File: src/rtl/me_control.sv
// Sequencer for the 16-PE full-search motion estimator: walks 256 candidate vectors
// (x in parallel across PEs, y in time) and decodes PE strobes and memory addresses.
module me_control #(
   parameter int NPE    = 16,
   parameter int BLKLOG = 4,
   parameter int CW     = 13
) (
   input  logic             clock,
   input  logic             reset,
   input  logic             start,
   output logic             busy,
   output logic             done,
   output logic             compstart,
   output logic [7:0]       addressR,
   output logic [9:0]       addressS1,
   output logic [9:0]       addressS2,
   output logic [NPE-1:0]   en,
   output logic [NPE-1:0]   newdist,
   output logic [NPE-1:0]   peready,
   output logic [3:0]       vectorx,
   output logic [3:0]       vectory
);

   localparam int PB = 2 * BLKLOG;   // pixel index bits within one block pass
   localparam int NB = 3 * BLKLOG;   // pixel + y-offset bits for a whole search
   localparam logic [CW-1:0] C_LAST = CW'((1 << NB) + NPE - 1);
   localparam logic [3:0]    HALF   = 4'd8;

   typedef enum logic [1:0] {S_IDLE, S_RUN, S_DONE} state_t;

   state_t          r_state;
   state_t          w_state_nx;
   logic [CW-1:0]   r_c;
   logic [CW-1:0]   w_c_nx;
   logic            w_run;
   logic signed [CW:0] w_k;
   logic signed [CW:0] w_km1;
   logic [BLKLOG:0] w_row;

   always_ff @(posedge clock or posedge reset) begin
      if (reset) begin
         r_state <= S_IDLE;
         r_c     <= '0;
      end else begin
         r_state <= w_state_nx;
         r_c     <= w_c_nx;
      end
   end

   always_comb begin
      w_state_nx = r_state;
      w_c_nx     = '0;
      unique case (r_state)
         S_IDLE:  if (start) w_state_nx = S_RUN;
         S_RUN: begin
            if (r_c == C_LAST) w_state_nx = S_DONE;
            else               w_c_nx     = r_c + CW'(1);
         end
         S_DONE:  w_state_nx = S_IDLE;
         default: w_state_nx = S_IDLE;
      endcase
   end

   // PE i lags the sequence by i cycles, so its local count is k = c - i.
   always_comb begin
      w_run     = (r_state == S_RUN);
      busy      = (r_state != S_IDLE);
      compstart = (r_state != S_IDLE);
      done      = (r_state == S_DONE);
      en        = '0;
      newdist   = '0;
      peready   = '0;
      vectorx   = '0;
      vectory   = '0;
      addressR  = '0;
      addressS1 = '0;
      addressS2 = '0;
      w_k       = '0;
      w_km1     = '0;
      w_row     = '0;
      if (w_run) begin
         for (int i = 0; i < NPE; i++) begin
            w_k        = $signed({1'b0, r_c}) - $signed((CW+1)'(i));
            w_km1      = w_k - $signed((CW+1)'(1));
            en[i]      = !w_k[CW] && (w_k[CW-1:NB] == '0);
            newdist[i] = en[i] && (w_k[PB-1:0] == '0);
            if (!w_km1[CW] && (w_km1[CW-1:NB] == '0) && (w_km1[PB-1:0] == '1)) begin
               peready[i] = 1'b1;
               vectorx    = 4'(i) - HALF;
               vectory    = w_km1[NB-1:PB] - HALF;
            end
         end
         // Search window is 32 wide: bit 4 selects the left or right 16-column half.
         if (r_c[CW-1:NB] == '0) begin
            w_row     = {1'b0, r_c[NB-1:PB]} + {1'b0, r_c[PB-1:BLKLOG]};
            addressR  = r_c[PB-1:0];
            addressS1 = {w_row, 1'b0, r_c[BLKLOG-1:0]};
            addressS2 = {w_row, 1'b1, r_c[BLKLOG-1:0]};
         end
      end
   end

endmodule

File: config.mk
export PLATFORM = sky130hd
export DESIGN_NAME = me_control
export DESIGN_NICKNAME = d
export VERILOG_FILES = /design/src/rtl/me_control.sv
export SDC_FILE = /design/constraint.sdc
export NUM_CORES = 1
export LEC_CHECK = 0
export ABC_AREA = 1
export CORE_MARGIN = 5
export CORE_UTILIZATION = 30
export DETAILED_ROUTE_END_ITERATION = 6
export SLEW_MARGIN = 5
export SYNTH_ARGS = -nofsm -noshare
export SYNTH_HDL_FRONTEND = slang
export SYNTH_SLANG_ARGS = --single-unit
export TNS_END_PERCENT = 100
File: constraint.sdc
create_clock -name clock -period 5.38 [get_ports clock]
set_input_delay 1.076 -clock clock [delete_from_list [all_inputs] [get_ports clock]]
set_output_delay 1.076 -clock clock [all_outputs]
set_load 0.01 [all_outputs]
Yosys cells after proc, flatten, opt, wreduce, memory -nomap -nowiden --
Index checks and enable logic that the tools add are counted.
Storage, ports and cells: register bits 15, latch bits 0, bits in writable memories 0, bits in read-only memories 0, input bits 3, output and inout port bits 87, logic and storage cells 277, memories 0
Cells by class: add/subtract/negate cells 48, multipliers 0, div/mod/pow operators 0, magnitude comparators 0, equal/unequal tests 21, shift-type cells 0, muxes and demuxes 64, bitwise logic cells 31, reductions and logical operators 111
Operators with widths (number):
- subtractor 14 x 2 -> 14 bit (second input constant) | 15
- 2-to-1 mux 4 bit | 34
- == test 8 bit (second input constant) | 16
- zero test 8 bit | 16
- subtractor 13 x 4 -> 14 bit (second input constant) | 8
- subtractor 4 bit (second input constant) | 16
- logical AND 1 bit | 62
- subtractor 13 x 3 -> 14 bit (second input constant) | 4
- 2-to-1 mux 16 bit | 3
- 2-to-1 mux 10 bit | 4
- NOT 1 bit | 31
- zero test 1 bit | 30
- subtractor 13 x 2 -> 14 bit (second input constant) | 2
- 2-to-1 mux 13 bit | 2
- 2-to-1 mux 1 bit | 16
- 2-to-1 mux 8 bit | 2
- subtractor 13 x 1 -> 14 bit (second input constant) | 1
- adder 13 x 1 -> 13 bit (second input constant) | 1
- == test 13 bit (second input constant) | 1
- adder 4 x 4 -> 5 bit | 1
- 2-to-1 mux 2 bit | 2
- one-hot mux 2 bit (2 select lines) | 1
- == test 2 x 1 -> 1 bit (second input constant) | 1
- == test 2 bit (second input constant) | 1
- other kinds (5) | 5

Depth between registers and ports, before layout --
depth in word-level cells 21, depth in mapped cells 36

Worst setup path after synthesis --
OpenSTA, ideal clock, no wires.
path kind flip-flop to output port, start point reg r_c[1], end point out vectory[0], arrival 3295 ps, path slack 1009 ps, stages on the path, launching flop included 21, path buffers 2, cells stage by stage dfrtp_1 -> buf_2 -> inv_1 -> ha_1 -> buf_2 -> nor2_1 -> nor2_2 -> xor2_1 -> inv_2 -> nor4_2 -> nand3_1 -> nor2_2 -> nand3_1 -> xor2_1 -> nor3_2 -> a21oi_1 -> nand2_1 -> nand2_1 -> nand2_1 -> nand2_1 -> a21oi_1
On the way: longest elaborated chain between the ends 21, elaborated cells on any way between the ends 143, classes of those cells 46 x add/sub; 16 x eq/ne; 17 x mux; 16 x bitwise; 48 x reduce/logical
Ends and longest elaborated chain:
- start: declaration | RTL line 33 | logic [CW-1:0] r_c;
- start signal: assignment | RTL line 46 | r_c <= w_c_nx;
- parallel branches: the longest is 19 deep, another holds subtractor 13 x 1 -> 14 bit
- 2-to-1 mux 4 bit * | RTL line 87 | if (!w_km1[CW] && (w_km1[CW-1:NB] == '0) && (w_km1[PB-1:0] == '1)) begin
- 2-to-1 mux 4 bit * | RTL line 81 | if (w_run) begin
- end: declaration | RTL line 21 | output logic [3:0] vectory
Every way passes the cells marked *.

Final worst setup path --
Ends and elaborated chain as after synthesis.

==> reports/metrics.csv <==
stage,metric,value,unit
drt,Post-route DRC,0,
clocking,maximum level of the CTS H-tree,1,
die,# rows,63,
drt,number of detailed-route iterations in the first pass,5,
timing,Slew @ Worst Pin,1.161,ns
grt,final global-route overflow total,0,
final_layout,utilization after layout,39.46,%
logic_synthesis,Avg Synthesized Cell Area,5.593,um^2
die,Starting Density,30.26,%
grt,global-route wire length before repair,63160,um
logic_synthesis,post-synthesis simple-gate area fraction,47.79,%
setup_path,crit path kind,reg -> out,
pwr,sw power,0.05334,mW
logic_synthesis,netlist area before placement,8944,um^2
logic_synthesis,"Primary FF master, synth",sky130_fd_sc_hd__dfrtp_1,
final_layout,area taken by flip-flops and latches,376.6,um^2
final_layout,"commonest cells after routing, fill and taps aside","sky130_fd_sc_hd__nand2_1, sky130_fd_sc_hd__nor2_1, sky130_fd_sc_hd__inv_1, sky130_fd_sc_hd__xor2_1, sky130_fd_sc_hd__buf_4",
placement,HPWL after detailed placement,34740,um
logic_synthesis,yosys warns,0,
outcome,outcome,"finished, final reports clean",
timing,max-slew violation count,0,
pwr,share of total power in the clock network,56.2,%
logic_synthesis,synthesized-area fraction occupied by adder cells,4.841,%
logic_synthesis,sequential share of the synthesized area,4.197,%
clocking,Inserted Clock Buffers,3,
grt,overall track demand over capacity in global routing,24.28,%
clocking,insertion delay of the later-clocked pin in the worst-skew pair,0.25,ns
final_layout,final instance count without filler cells,2183,
timing,share of the clock period used by the worst path,98.51,%
final_layout,Layout fillers,3194,
logic_synthesis,Synth Area in Compound Gates,9.527,%
setup_path,required arrival time at the worst endpoint,4.30,ns
logic_synthesis,cells after synthesis,1599,
setup_path,top fanout value on the critical path,10,
clocking,clock tree from TritonCTS,done,
setup_path,arrival time at the worst endpoint,4.22,ns
timing,relative slew slack,21.95,%
timing,count of endpoints failing hold in the final timing report,0,
timing,smallest setup slack after layout,0.08012,ns
run,number of max-cap violations,0,
pwr,Internal Power,0.2139,mW
final_layout,nets@finish,1831,
clocking,cts-stage hold buffer count,0,
drt,routed vias/inst,5.109,
grt,maximum number of pins on one net before global-route repair,24,
timing,Worst Clk Skew,0.0007917,ns
logic_synthesis,asr flop ratio synth,100.0,%
grt,number of antenna violations at the first check in global routing,0,
timing,shortest clock period the worst path allows after layout,5.300,ns
final_layout,area used by multi-input combinational logic,7854,um^2
pwr,Max rail drop VDD,90.38,uV
drt,WL final,41900,um
timing,WHS,0.5517,ns
clocking,clock-pin transition on the worst setup and hold timing paths,0.05,ns
setup_path,Critical Path Sink Type,primary output,
pwr,pwr dens,22.91,nW/um^2
die,Die Span Y,182.7,um
grt,number of global-route vias before repair,10670,
worst_hold_path,worst min-delay path category,reg -> reg,
setup_path,kind of start point of the critical path,register,
final_layout,area added between synthesis and finish,30.41,%
pwr,Switching Share,19.96,%
placement,placement-stage worst setup slack,0.04416,ns
drt,number of vias in the routed layout,11150,
drt,routed length per instance,19.20,um
logic_synthesis,area share of xor/xnor cells in the synthesized design,21.15,%
die,width of the die,182.7,um
timing,Max Fclk,188.7,MHz
timing,number of failing setup endpoints in the final timing report,0,
die,area of the die,33360,um^2
placement,count of placed standard cells including taps,2164,
logic_synthesis,Post-synth EDFFs,0,
clocking,Clock Tree Buf Depth,2,
drt,remaining number of nets flagged by the antenna check after routing,0,
logic_synthesis,mux share of post-synthesis cell area,0,%
die,Core Footprint,29560,um^2
clocking,clock root buffer master,sky130_fd_sc_hd__clkbuf_16,
placement,weighted congestion reported at the end of routability-driven placement,1.051,
logic_synthesis,Syn Nets,1636,
final_layout,"most common cell after layout, fill and taps aside",sky130_fd_sc_hd__nand2_1,
timing,unrepaired setup endpoints after global routing,true,
clocking,number of sinks driven by the clock tree,15,
logic_synthesis,number of unique standard cell types used by synthesis,59,
pwr,part of the power in combinational logic,1.5,%
drt,DRT iter0 DRCs,1067,
final_layout,ratio of cells with drive above 1 in the final layout,20.47,%
placement,count of input and output buffers,88,
pwr,Leakage,5.600,nW
logic_synthesis,dominant combinational cell family by area after synthesis,simple AND/OR/NAND/NOR gates,
final_layout,number of diodes added for antenna fixing,0,
die,IO Pins,90,
logic_synthesis,Synth Register Bits,15,
pwr,portion of total power attributed to sequential cells,42.3,%
## state kept, by name (all words and copies together), names as in the netlist
register and flops:
r_c 13, r_state 2
## timing repair
| action | CTS | global route |
|---|---|---|
| setup endpoints to repair | 7 | 10 |
| pin swaps | 4 | 16 |
| setup buffers | 4 | 11 |
| resized for setup | 24 | 71 |
| endpoints found under the hold margin | 0 | 0 |
## layout make-up
class	count	share of cell area (%)
timing repair buffer	242	17.83
clock buffer	3	0.6436
multi-input combinational	1326	67.34
clock inverter	1	0.04291
tap	390	4.184
sequential	15	3.229
inverter	206	6.737
## layer usage
| layer | share of wire, % | GRT usage [%] | vias to the layer above |
|---|---|---|---|
| met2 | 44 | 38.76 | 518 |
| met5 | 0 | 0 | - |
| met4 | 4.0 | 8.226 | 0 |
| met3 | 8.2 | 3.508 | 89 |
| met1 | 44 | 33.49 | 5133 |
| li1 | - | - | 5414 |
## cells by family after synthesis
group,count (synthesis)
and+or+nand+nor,938
buffers and inverters,258
xor gates and xnor gates,204
AOI/OAI and AO/OA,149
adders and majority gates,34
DFF,15
other,1
## cells in the mapped netlist, drive strengths merged, types with 5 or more instances
library cell,instances,area [um^2]
nand2,435,1723
nor2,281,1264
inv,201,762.0
xor2,180,1674
nand3,96,490.5
a21oi,62,329.1
o21ai,56,295.3
buf,46,310.3
nor3,46,255.3
ha,33,412.9
nand4,29,181.4
xnor2,24,217.7
nor4,22,162.7
dfrtp,15,375.4
a31oi,12,75.07
nand3b,8,60.06
and3,7,43.79
clkbuf,6,22.52
and2,5,31.28
clkinv,5,18.77
or2,5,31.29
## path summary, 6_finish.rpt
check                              to  slack, ns  cells past startpoint  startpoint
min reg2reg                r_state[0]       0.55                      3  r_state[0]
max in group asynchronous      r_c[6]       3.74                      2       reset
max reg2reg                    r_c[3]       2.51                      7      r_c[5]
min in group asynchronous      r_c[6]       1.20                      2       reset
min                        r_state[0]       0.55                      3  r_state[0]
max                        vectory[0]       0.08                     27      r_c[1]
## worst max-delay path, cell delays in order, from the launching register on
cell                              delay [ns]
sky130_fd_sc_hd__dfrtp_1                0.38
sky130_fd_sc_hd__inv_2                  0.11
sky130_fd_sc_hd__ha_1                   0.25
sky130_fd_sc_hd__buf_6                  0.17
sky130_fd_sc_hd__xnor2_2                0.32
sky130_fd_sc_hd__xor2_1                 0.28
sky130_fd_sc_hd__nand2_1                0.17
sky130_fd_sc_hd__nor2_1                 0.11
sky130_fd_sc_hd__and2_1                 0.12
sky130_fd_sc_hd__nand3_1                0.07
sky130_fd_sc_hd__nor2_1                 0.20
sky130_fd_sc_hd__nand2_1                0.15
sky130_fd_sc_hd__inv_2                  0.11
sky130_fd_sc_hd__a21oi_1                0.07
sky130_fd_sc_hd__nand2_1                0.06
sky130_fd_sc_hd__nand2_1                0.05
sky130_fd_sc_hd__nand2_1                0.12
sky130_fd_sc_hd__nand2_1                0.08
sky130_fd_sc_hd__nand2_1                0.07
sky130_fd_sc_hd__nand2_1                0.06
sky130_fd_sc_hd__nand2_1                0.06
sky130_fd_sc_hd__nand2_1                0.06
sky130_fd_sc_hd__nand2_1                0.07
sky130_fd_sc_hd__nand2_1                0.05
sky130_fd_sc_hd__nand2_1                0.05
sky130_fd_sc_hd__nand2_1                0.05
sky130_fd_sc_hd__a21oi_1                0.13
sky130_fd_sc_hd__clkdlybuf4s50_1        0.55
## power groups by stage
stage | logic [mW] | clock network (mW) | registers [mW]
floorplan | 0.00255 | 0 | 0.115
global route | 0.00471 | 0.157 | 0.113
CTS | 0.00428 | 0.151 | 0.113
detailed placement | 0.00431 | 0 | 0.115
finish | 0.00409 | 0.150 | 0.113
global placement | 0.00426 | 0 | 0.115
## metrics by stage
stage               setup TNS (ns)  power [mW]  area [um^2]
global route               -0.8148      0.2750        11660
detailed placement               0      0.1192        11040
floorplan                        0      0.1174         8944
CTS                       -0.02222      0.2684        11270
finish                           0      0.2672        11660
global placement         -0.006242      0.1191        11040
(Power assumes the default switching activity.)
